`config.mk`:
```
export PLATFORM = sky130hd
export DESIGN_NAME = uart_rx
export DESIGN_NICKNAME = d
export VERILOG_FILES = /design/src/rtl/uart_pkg.sv /design/src/rtl/sync_2ff.sv /design/src/rtl/uart_rx.sv
export SDC_FILE = /design/constraint.sdc
export NUM_CORES = 1
export LEC_CHECK = 0
export ABC_CLOCK_PERIOD_IN_PS = 3000
export CORE_MARGIN = 1
export CORE_UTILIZATION = 50
export DETAILED_ROUTE_END_ITERATION = 10
export PLACE_DENSITY_LB_ADDON = 0.3
export SLEW_MARGIN = 20
export SYNTH_ARGS = -nofsm -noshare
export SYNTH_HDL_FRONTEND = slang
export SYNTH_SLANG_ARGS = --single-unit
```
`constraint.sdc`:
```
create_clock -name clk -period 3 [get_ports clk]
set_input_delay 0.6 -clock clk [delete_from_list [all_inputs] [get_ports clk]]
set_output_delay 0.6 -clock clk [all_outputs]
set_load 0.005 [all_outputs]
```
`src/rtl/uart_pkg.sv`:
```
// Shared UART definitions: receiver/transmitter FSM states and default payload width.
// Imported by uart_rx and intended for reuse by the matching transmitter.
package uart_pkg;

    typedef enum logic [1:0] {
        IDLE  = 2'd0,
        START = 2'd1,
        DATA  = 2'd2,
        STOP  = 2'd3
    } uart_state_e;

    localparam int DATA_BITS_DEF = 8;

endpackage

```
`src/rtl/sync_2ff.sv`:
```
// Two-flop synchronizer for a single asynchronous input.
// RESET_VAL lets an idle-high serial line come out of reset without a false edge.
module sync_2ff #(
    parameter logic RESET_VAL = 1'b1
) (
    input  logic clk,
    input  logic rst,
    input  logic i_async,
    output logic o_sync
);

    logic r_meta;
    logic r_sync;

    always_ff @(posedge clk or posedge rst) begin
        if (rst) begin
            r_meta <= RESET_VAL;
            r_sync <= RESET_VAL;
        end else begin
            r_meta <= i_async;
            r_sync <= r_meta;
        end
    end

    assign o_sync = r_sync;

endmodule

```
`src/rtl/uart_rx.sv`:
```
// 8N1 UART receiver: start-bit centre search, mid-bit data sampling, stop-bit check.
// Outputs are registered; data_valid and frame_err are single-cycle, mutually exclusive pulses.
module uart_rx
    import uart_pkg::*;
#(
    parameter int CLKS_PER_BIT = 868,
    parameter int DATA_BITS    = DATA_BITS_DEF
) (
    input  logic                 clk,
    input  logic                 rst,
    input  logic                 rx,
    output logic [DATA_BITS-1:0] data_out,
    output logic                 data_valid,
    output logic                 frame_err,
    output logic                 busy,
    output uart_state_e          o_dbg_state
);

    localparam int CNT_W = $clog2(CLKS_PER_BIT);
    localparam int BIT_W = $clog2(DATA_BITS + 1);

    localparam logic [CNT_W-1:0] HALF_M1  = CNT_W'(CLKS_PER_BIT / 2 - 1);
    localparam logic [CNT_W-1:0] FULL_M1  = CNT_W'(CLKS_PER_BIT - 1);
    localparam logic [BIT_W-1:0] LAST_BIT = BIT_W'(DATA_BITS - 1);

    logic                 w_rx_s;
    logic                 r_rx_d;
    uart_state_e          r_state;
    logic [CNT_W-1:0]     r_cnt;
    logic [BIT_W-1:0]     r_bit_cnt;
    logic [DATA_BITS-1:0] r_shift;
    logic [DATA_BITS-1:0] r_data_out;
    logic                 r_data_valid;
    logic                 r_frame_err;
    logic                 r_busy;

    sync_2ff #(
        .RESET_VAL (1'b1)
    ) u_sync (
        .clk     (clk),
        .rst     (rst),
        .i_async (rx),
        .o_sync  (w_rx_s)
    );

    always_ff @(posedge clk or posedge rst) begin
        if (rst) begin
            r_rx_d       <= 1'b1;
            r_state      <= IDLE;
            r_cnt        <= '0;
            r_bit_cnt    <= '0;
            r_shift      <= '0;
            r_data_out   <= '0;
            r_data_valid <= 1'b0;
            r_frame_err  <= 1'b0;
            r_busy       <= 1'b0;
        end else begin
            r_rx_d       <= w_rx_s;
            r_data_valid <= 1'b0;
            r_frame_err  <= 1'b0;

            case (r_state)
                IDLE: begin
                    // A held-low line (break) never shows rx_d=1, so it cannot retrigger.
                    if (r_rx_d && !w_rx_s) begin
                        r_state   <= START;
                        r_cnt     <= '0;
                        r_bit_cnt <= '0;
                        r_busy    <= 1'b1;
                    end
                end

                START: begin
                    if (r_cnt == HALF_M1) begin
                        r_cnt <= '0;
                        if (!w_rx_s) begin
                            r_state <= DATA;
                        end else begin
                            r_state <= IDLE;
                            r_busy  <= 1'b0;
                        end
                    end else begin
                        r_cnt <= r_cnt + CNT_W'(1);
                    end
                end

                DATA: begin
                    if (r_cnt == FULL_M1) begin
                        r_cnt   <= '0;
                        r_shift <= {w_rx_s, r_shift[DATA_BITS-1:1]};
                        if (r_bit_cnt == LAST_BIT) begin
                            r_state   <= STOP;
                            r_bit_cnt <= '0;
                        end else begin
                            r_bit_cnt <= r_bit_cnt + BIT_W'(1);
                        end
                    end else begin
                        r_cnt <= r_cnt + CNT_W'(1);
                    end
                end

                STOP: begin
                    if (r_cnt == FULL_M1) begin
                        r_cnt   <= '0;
                        r_state <= IDLE;
                        r_busy  <= 1'b0;
                        if (w_rx_s) begin
                            r_data_out   <= r_shift;
                            r_data_valid <= 1'b1;
                        end else begin
                            r_frame_err  <= 1'b1;
                        end
                    end else begin
                        r_cnt <= r_cnt + CNT_W'(1);
                    end
                end

                default: begin
                    r_state <= IDLE;
                    r_busy  <= 1'b0;
                end
            endcase
        end
    end

    assign data_out    = r_data_out;
    assign data_valid  = r_data_valid;
    assign frame_err   = r_frame_err;
    assign busy        = r_busy;
    assign o_dbg_state = r_state;

endmodule
```
==> qor.csv, run 1 <==
metric,value,unit
Via density,5.65,
CP peak stage delay,570,ps
highest clock rate,0.486,GHz
period utilization,0.686,
CTS tree,done,
global route overflow,0,
Max Used Layer,met4,
ys flop type,dfrtp_1,
die height,62.4,um
Synth top area share,0.481,
placed inst area,2010,um^2
Row Count,21,
# clock sinks,38,
Met3 Wirelength,105,um
Synth Area in Simple Gates,0.183,
Hold WC Path Type,flop to flop,
WP data arrival,1460,ps
Compound-Gate Fraction of Synth Area,0.133,
final net count,182,
clk_skew,21.0,ps
Chip Width,62.4,um
largest net degree at the start of global routing,39,
power share of the clock group,0.292,
max-slew violations,0,
mux share of post-synthesis cell area,0.104,
worst hold start,u_sync.r_meta$_DFF_PP1_,
via count,1259,
Pleak,0.922,nW
HPWL Detailed,2350,um
Hold Path Cell Cnt,0,
start of the worst register-to-register path,o_dbg_state[0]$_DFFE_PP0P_,
Logic pwr share,0.208,
min Tclk post-route,2060,ps
Final Setup Violations,0,
1st-pass router iterations,5,
DRC viols,0,
Commonest cells post-synth,"dfrtp_1, nand2_1, mux2_2",
Sw Ratio,0.313,
crit path kind,flop to output pin,
post-route setup slack,941,ps
die footprint,3890,um^2
Fin Hold WS,367,ps
CTS H-tree depth,2,
total CTS buffers,5,
"reg-to-reg slack, setup",1010,ps
average routed wire per standard cell,14.9,um
Worst-path clk slew,110,ps
CP max FO,11,
Ports,16,
routability congestion estimate,0.813,
most frequent cell after synthesis,dfrtp_1,
crit path launch type,flop,
outcome,finished clean,
largest area contributor in the netlist,dfrtp_1,
cell family with most CP delay,buffers and inverters,
Avg Inst Size Synth,11.5,um^2
Total Wirelength,3330,um
Synth Cell Area,1820,um^2
Rel. slew slack,0.459,
xor/xnor share of the synthesized area,0.00481,
R2R depth,3,
FF-to-FF End,data_out[3]$_DFFE_PP0P_,
Antenna Nets Post-Route,0,
number of synthesized flops with an enable pin,0,
number of setup buffers added after CTS,0,
Synth cell types,46,
Yosys warning total,0,
Port Buf Inserts,15,
CTS Buffer Depth,2,
Iteration-0 DRC Markers,100,
dpl ws,989,ps
Metal-1 WL,1610,um
adder-cell share of the synthesized area,0.0206,
post-cts gate resize count,0,
initial antenna violation count,0,
met2 wire len,1550,um
P per Cell Area,596,nW/um^2
first-pass GRT wire length,6020,um
sequential power share,0.500,
setup TNS,0,ps
layout cells sized above 1,0.220,
global-route usage over all layers,0.202,
P&R area growth vs syn,15.0,%
Initial Utilization,0.533,
CP Capture Type,output pin,
ys async rst share,1.00,
worst endpoint required time,2400,ps
unrepaired setup endpoints after global routing,false,
Max IR drop VDD,0.394,mV
internal power,0.857,mW
max cap viols,0,
ANT cells,0,
Core Region,3420,um^2
Skew-Pair Late Insertion Delay,360,ps
Hold EP,u_sync.o_sync$_DFF_PP1_,
Cells after Synth,158,
CP max-delay cell,clkdlybuf4s50_1,
#FFs+latches synth,38,
Fin. Hold Viols,0,
"Critical Path, Cell by Cell",clkdlybuf4s50_1,
clk root buf,clkbuf_4,
main combinational cell family by area after synthesis,simple AND/OR/NAND/NOR gates,
"Hold-fix buffers, CTS",0,
"top cells by area, synth","dfrtp_1, mux2_2, dfstp_2",
Buf/Inv on CP,1,
sequential fraction of the synthesis area,0.524,
Psw,0.390,mW
Slew @ Worst Pin,810,ps
vias in the first global route,1281,
syn nets,164,
post-route cell area,2090,um^2
==> placed cells by master, fill, tap and decap left out, types with 2 or more instances in the layout <==
cell,n
ha_1,3
a31o_2,2
o31ai_1,3
a211o_1,5
and2_1,2
nor2_1,4
and3_2,2
nand3_1,6
o21ai_0,8
nand2_1,17
clkbuf_4,5
a21oi_1,2
and3_1,2
nor4_1,2
dfrtp_1,35
nand2b_1,4
mux2_2,16
nand4_1,2
dfstp_2,3
clkdlybuf4s50_1,15
inv_1,6
o211ai_1,5
==> layer usage <==
layer	global-route usage	vias up
li1	-	612
met1	0.276	618
met2	0.302	21
met3	0.0386	8
met4	0.110	0
met5	0	-
==> cell families (layout without fill, tap and decap cells) <==
kind of cell | count (synthesis) | after routing
flip-flops | 38 | 38
adder cells (fa/ha/maj) | 3 | 3
buffers and inverters | 12 | 31
AO/OA/AOI/OAI | 34 | 34
multiplexers | 17 | 17
XOR/XNOR | 1 | 1
AND/OR/NAND/NOR | 53 | 53
==> through the flow <==
stage / instances / power [mW] / utilization
2_1_floorplan: 158 / 0.819 / -
5_1_grt: 223 / 1.32 / 0.613
3_5_place_dp: 215 / 0.894 / 0.588
4_1_cts: 223 / 1.25 / 0.613
3_3_place_gp: 215 / 0.883 / 0.588
6_report: 223 / 1.25 / 0.613
==> flip-flops by register name, summed over array words and instances (netlist names), named ones only <==
name           flops
r_rx_d             1
u_sync.o_sync      1
data_out           8
r_bit_cnt          4
r_shift            8
data_valid         1
o_dbg_state        1
u_sync.r_meta      1
r_cnt             10
busy               1
frame_err          1
==> worst max-delay path by stage <==
stage,start,endpoint,slack [ps],depth (start not counted)
after detailed placement,o_dbg_state[0]$_DFFE_PP0P_,data_out[3]$_DFFE_PP0P_,990,3
after global routing,o_dbg_state[0]$_DFFE_PP0P_,data_out[3]$_DFFE_PP0P_,810,3
after CTS,flop,o_dbg_state[1],930,1
after global placement,o_dbg_state[0]$_DFFE_PP0P_,data_out[0]$_DFFE_PP0P_,1080,3
final,flop,o_dbg_state[1],940,1
after floorplan,r_cnt[0]$_DFFE_PP0P_,data_out[0]$_DFFE_PP0P_,1210,5
==> power by group through the flow <==
stage	clock [mW]	sequential [mW]	combinational (mW)
CTS	0.370	0.624	0.261
global placement	0	0.629	0.253
floorplan	0	0.601	0.218
finish	0.365	0.624	0.259
detailed placement	0	0.634	0.260
global route	0.397	0.634	0.291
==> cell type report <==
cell class | instances | area (um^2)
Fill cell | 287 | 1320
Clock inverter | 1 | 30.0
Tap cell | 46 | 57.6
Timing Repair Buffer | 16 | 158
Inverter | 7 | 26.3
Sequential cell | 38 | 955
Clock buffer | 7 | 55.1
Multi-Input combinational cell | 108 | 813
(Power assumes the default switching activity.)
==> inputs of run 2 (changes only) <==
--- a/config.mk
+++ b/config.mk
@@ -5,7 +5,7 @@
 export SDC_FILE = /design/constraint.sdc
 export NUM_CORES = 1
 export LEC_CHECK = 0
-export ABC_CLOCK_PERIOD_IN_PS = 3000
+export ABC_CLOCK_PERIOD_IN_PS = 1700
 export CORE_MARGIN = 1
 export CORE_UTILIZATION = 50
 export DETAILED_ROUTE_END_ITERATION = 10
==> constraint.sdc (replaced) <==
create_clock -name clk -period 1.7 [get_ports clk]
set_input_delay 0.34 -clock clk [delete_from_list [all_inputs] [get_ports clk]]
set_output_delay 0.34 -clock clk [all_outputs]
set_load 0.005 [all_outputs]
==> qor.csv, run 2 (synthesis gave the netlist of run 1 again) <==
metric,value,unit
die height,62.4,um
CTS tree,done,
global route overflow,0,
Top reg by flops,r_cnt,
Ports,16,
global-route usage over all layers,0.226,
Hold WC Path Type,primary input to async pin,
Antenna Nets Post-Route,0,
Chip Width,62.4,um
Worst-path clk slew,130,ps
Row Count,21,
outcome,"complete, but fails checks",
HPWL Detailed,2670,um
crit path launch type,flop,
worst endpoint required time,1960,ps
CTS H-tree depth,2,
Slew @ Worst Pin,388,ps
CP peak stage delay,380,ps
clk_skew,13.3,ps
CP max FO,9,
1st-pass router iterations,4,
"Hold-fix buffers, CTS",0,
"Critical Path, Cell by Cell",ha_2 > and3b_2 > nand3_4 > nor4_4 > buf_6 > mux2_2,
P per Cell Area,1040,nW/um^2
average routed wire per standard cell,16.5,um
WP data arrival,1960,ps
max cap viols,0,
post-route cell area,2380,um^2
P&R area growth vs syn,30.6,%
Pleak,1.10,nW
period utilization,1.00,
Fin Hold WS,310,ps
"Core Util, Final",0.697,
Final Setup Violations,1,
CTS Buffer Depth,2,
initial antenna violation count,0,
cell family with most CP delay,simple AND/OR/NAND/NOR gates,
max-slew violations,0,
post-route setup slack,-0.881,ps
via count,1396,
Max IR drop VDD,0.535,mV
"commonest non-fill, non-tap cell in the layout",dfrtp_1,
placed inst area,2190,um^2
CP max-delay cell,dfrtp_1,
die footprint,3890,um^2
# clock sinks,38,
layout cells sized above 1,0.350,
highest clock rate,0.588,GHz
min Tclk post-route,1700,ps
Core Region,3420,um^2
clk root buf,clkbuf_4,
first-pass GRT wire length,6690,um
total CTS buffers,5,
vias in the first global route,1416,
routability congestion estimate,0.785,
DRC viols,0,
most frequent cells in the layout,"dfrtp_1, buf_4, nand2_1",
ANT cells,0,
Skew-Pair Late Insertion Delay,360,ps
crit path kind,flop to flop,
CP Capture Type,flop,
largest net degree at the start of global routing,39,
Fin. Hold Viols,0,
Initial Utilization,0.533,
Total Wirelength,4100,um
Rel. slew slack,0.738,
failing checks,negative setup slack,
Buf/Inv on CP,1,
Port Buf Inserts,15,
Via density,5.61,
dpl ws,-58.9,ps
Iteration-0 DRC Markers,109,
final net count,208,
max reg flops,10,
unrepaired setup endpoints after global routing,true,
## run 2: repair_timing
action	in CTS	in global routing
pin swaps	1	7
buffers inserted	5	0
gates cloned	0	0
endpoints found under the setup margin	20	24
resized for setup	7	10
## run 2: metrics by stage
stage,TNS [ps],power [mW],std cells
final,-0.881,2.49,249
after global placement,0,1.69,236
after CTS,-1.14,2.42,249
after global routing,-947,2.63,249
after floorplan,-990,1.45,158
after detailed placement,-159,1.73,236
## run 2: path summary, 6_finish.rpt
kind / slack [ps] / startpoint / depth (start not counted) / endpoint
worst max-delay path: -0.9 / r_cnt[0]$_DFFE_PP0P_ / 6 / data_out[7]$_DFFE_PP0P_
worst min-delay path: 310 / rst / 3 / data_out[3]$_DFFE_PP0P_
worst max register to register: -0.9 / r_cnt[0]$_DFFE_PP0P_ / 6 / data_out[7]$_DFFE_PP0P_
worst min register to register: 370 / u_sync.r_meta$_DFF_PP1_ / 0 / u_sync.o_sync$_DFF_PP1_
max in group asynchronous: 1140 / rst / 3 / r_rx_d$_DFF_PP1_
min in group clk: 370 / u_sync.r_meta$_DFF_PP1_ / 0 / u_sync.o_sync$_DFF_PP1_
## run 2: metal layers
metal | share of wire | vias up | wire [um] | global-route usage
li1 | - | 669 | - | -
met3 | 0.037 | 8 | 152 | 0.0588
met1 | 0.45 | 693 | 1840 | 0.286
met5 | 0 | - | 0 | 0
met4 | 0.016 | 0 | 67 | 0.0930
met2 | 0.50 | 26 | 2040 | 0.370
## run 2: final cells by class
cell class                      count  area, um^2
Tap cell                           46        57.6
Timing Repair Buffer               42         405
Sequential cell                    38         955
Fill cell                         244        1040
Multi-Input combinational cell    108         853
Clock inverter                      3        45.0
Clock buffer                        5        37.5
Inverter                            7        26.3
## run 2: worst register-to-register path, cell delays in order, from the launching register on
cell	delay [ps]
dfrtp_1	380
ha_2	180
and3b_2	240
nand3_4	110
nor4_4	160
buf_6	180
mux2_2	360
## run 2: report_power, final
| group | total (mW) | switching [mW] | leakage (nW) | internal [mW] |
|---|---|---|---|---|
| registers | 1.04 | 0.0681 | 0.513 | 0.975 |
| clock network | 0.638 | 0.330 | 0.0374 | 0.308 |
| logic | 0.804 | 0.422 | 0.547 | 0.382 |
==> inputs of run 3 (changes only) <==
--- a/config.mk
+++ b/config.mk
@@ -6,6 +6,7 @@
 export NUM_CORES = 1
 export LEC_CHECK = 0
 export ABC_CLOCK_PERIOD_IN_PS = 1700
+export CORE_ASPECT_RATIO = 0.5
 export CORE_MARGIN = 1
 export CORE_UTILIZATION = 50
 export DETAILED_ROUTE_END_ITERATION = 10
==> qor.csv, run 3 (synthesis gave the netlist of run 1 again) <==
metric,value,unit
max-slew violations,0,
dpl ws,-63.3,ps
P per Cell Area,1110,nW/um^2
period utilization,0.998,
Core Region,3450,um^2
average routed wire per standard cell,14.2,um
clk_skew,6.82,ps
grt peak-use layer,met2,
CP peak stage delay,390,ps
global route overflow,0,
Final Setup Violations,0,
P&R area growth vs syn,30.3,%
CTS tree,done,
Slew @ Worst Pin,376,ps
Buf/Inv on CP,1,
unrepaired setup endpoints after global routing,true,
Total Wirelength,3550,um
layout cells sized above 1,0.327,
CP max-delay cell,and4b_4,
global-route usage over all layers,0.205,
CP Capture Type,flop,
Port Buf Inserts,15,
"Critical Path, Cell by Cell",and4b_4 > nand3_4 > nor4_4 > buf_4 > mux2_2,
# clock sinks,38,
outcome,finished clean,
die height,44.7,um
"reg-to-reg slack, setup",4,ps
Rel. slew slack,0.749,
Worst-path clk slew,70,ps
fillers,237,
max cap viols,0,
Fin Hold WS,357,ps
Skew-Pair Late Insertion Delay,290,ps
post-route cell area,2370,um^2
min Tclk post-route,1700,ps
Top reg by flops,r_cnt,
crit path launch type,flop,
highest clock rate,0.590,GHz
die footprint,3900,um^2
1st-pass router iterations,4,
"commonest non-fill, non-tap cell in the layout",dfrtp_1,
setup TNS,0,ps
Fin. Hold Viols,0,
placed inst area,2180,um^2
CP max FO,5,
post-route setup slack,3.82,ps
most frequent cells in the layout,"dfrtp_1, buf_4, nand2_1",
initial antenna violation count,0,
DRC viols,0,
Initial Utilization,0.528,
cell family with most CP delay,simple AND/OR/NAND/NOR gates,
Hold WC Path Type,flop to flop,
clk root buf,clkbuf_8,
Chip Width,87.4,um
largest net degree at the start of global routing,39,
vias in the first global route,1348,
Pleak,1.07,nW
ANT cells,0,
HPWL Detailed,2430,um
first-pass GRT wire length,5930,um
grt met1 use,0.243,
worst endpoint required time,1870,ps
Row Count,15,
Antenna Nets Post-Route,0,
crit path kind,flop to flop,
total CTS buffers,5,
Iteration-0 DRC Markers,43,
GR Util met2,0.367,
"Hold-fix buffers, CTS",0,
via count,1364,
final net count,204,
Ports,16,
CTS Buffer Depth,2,
Via density,5.46,
max reg flops,10,
CTS H-tree depth,2,
routability congestion estimate,0.809,
global-route track usage on met3,0.0504,
WP data arrival,1870,ps
Max IR drop VDD,0.465,mV
Overall Power,2.64,mW
run 3: report_power, final:
group	internal (mW)	switching, mW	total, mW
clock network	0.588	0.325	0.912
registers	0.975	0.0828	1.06
logic	0.314	0.360	0.674
run 3: cell type report:
cell class,instances,area (um^2),area share
Sequential cell,38,955,0.402
Multi-Input combinational cell,108,848,0.357
Timing Repair Buffer,38,343,0.144
Clock buffer,5,68.8,0.0290
Clock inverter,3,68.8,0.0290
Tap cell,51,63.8,0.0269
Inverter,7,26.3,0.0111
run 3: what timing repair did:
item	CTS	global route
gates resized for setup	3	8
pin swaps	0	3
setup endpoints to repair	8	19
buffers inserted	0	2
run 3: path summary, 6_finish.rpt:
| kind | startpoint | to | cells past startpoint |
|---|---|---|---|
| max | r_cnt[7]$_DFFE_PP0P_ | data_out[7]$_DFFE_PP0P_ | 5 |
| min | u_sync.r_meta$_DFF_PP1_ | u_sync.o_sync$_DFF_PP1_ | 0 |
| max reg2reg | r_cnt[7]$_DFFE_PP0P_ | data_out[7]$_DFFE_PP0P_ | 5 |
| min reg2reg | u_sync.r_meta$_DFF_PP1_ | u_sync.o_sync$_DFF_PP1_ | 0 |
| max in group asynchronous | rst | u_sync.r_meta$_DFF_PP1_ | 3 |
| min in group asynchronous | rst | data_out[4]$_DFFE_PP0P_ | 3 |
run 3: metrics by stage:
step,std cells,util
2_1_floorplan,158,-
3_3_place_gp,240,0.631
3_5_place_dp,240,0.631
4_1_cts,248,0.674
5_1_grt,250,0.687
6_report,250,0.687
run 3: per-layer routing:
| layer | vias up | part of all wire |
|---|---|---|
| met1 | 657 | 0.46 |
| met5 | - | 0 |
| li1 | 656 | - |
| met4 | 0 | 0.0073 |
| met3 | 5 | 0.047 |
| met2 | 46 | 0.48 |
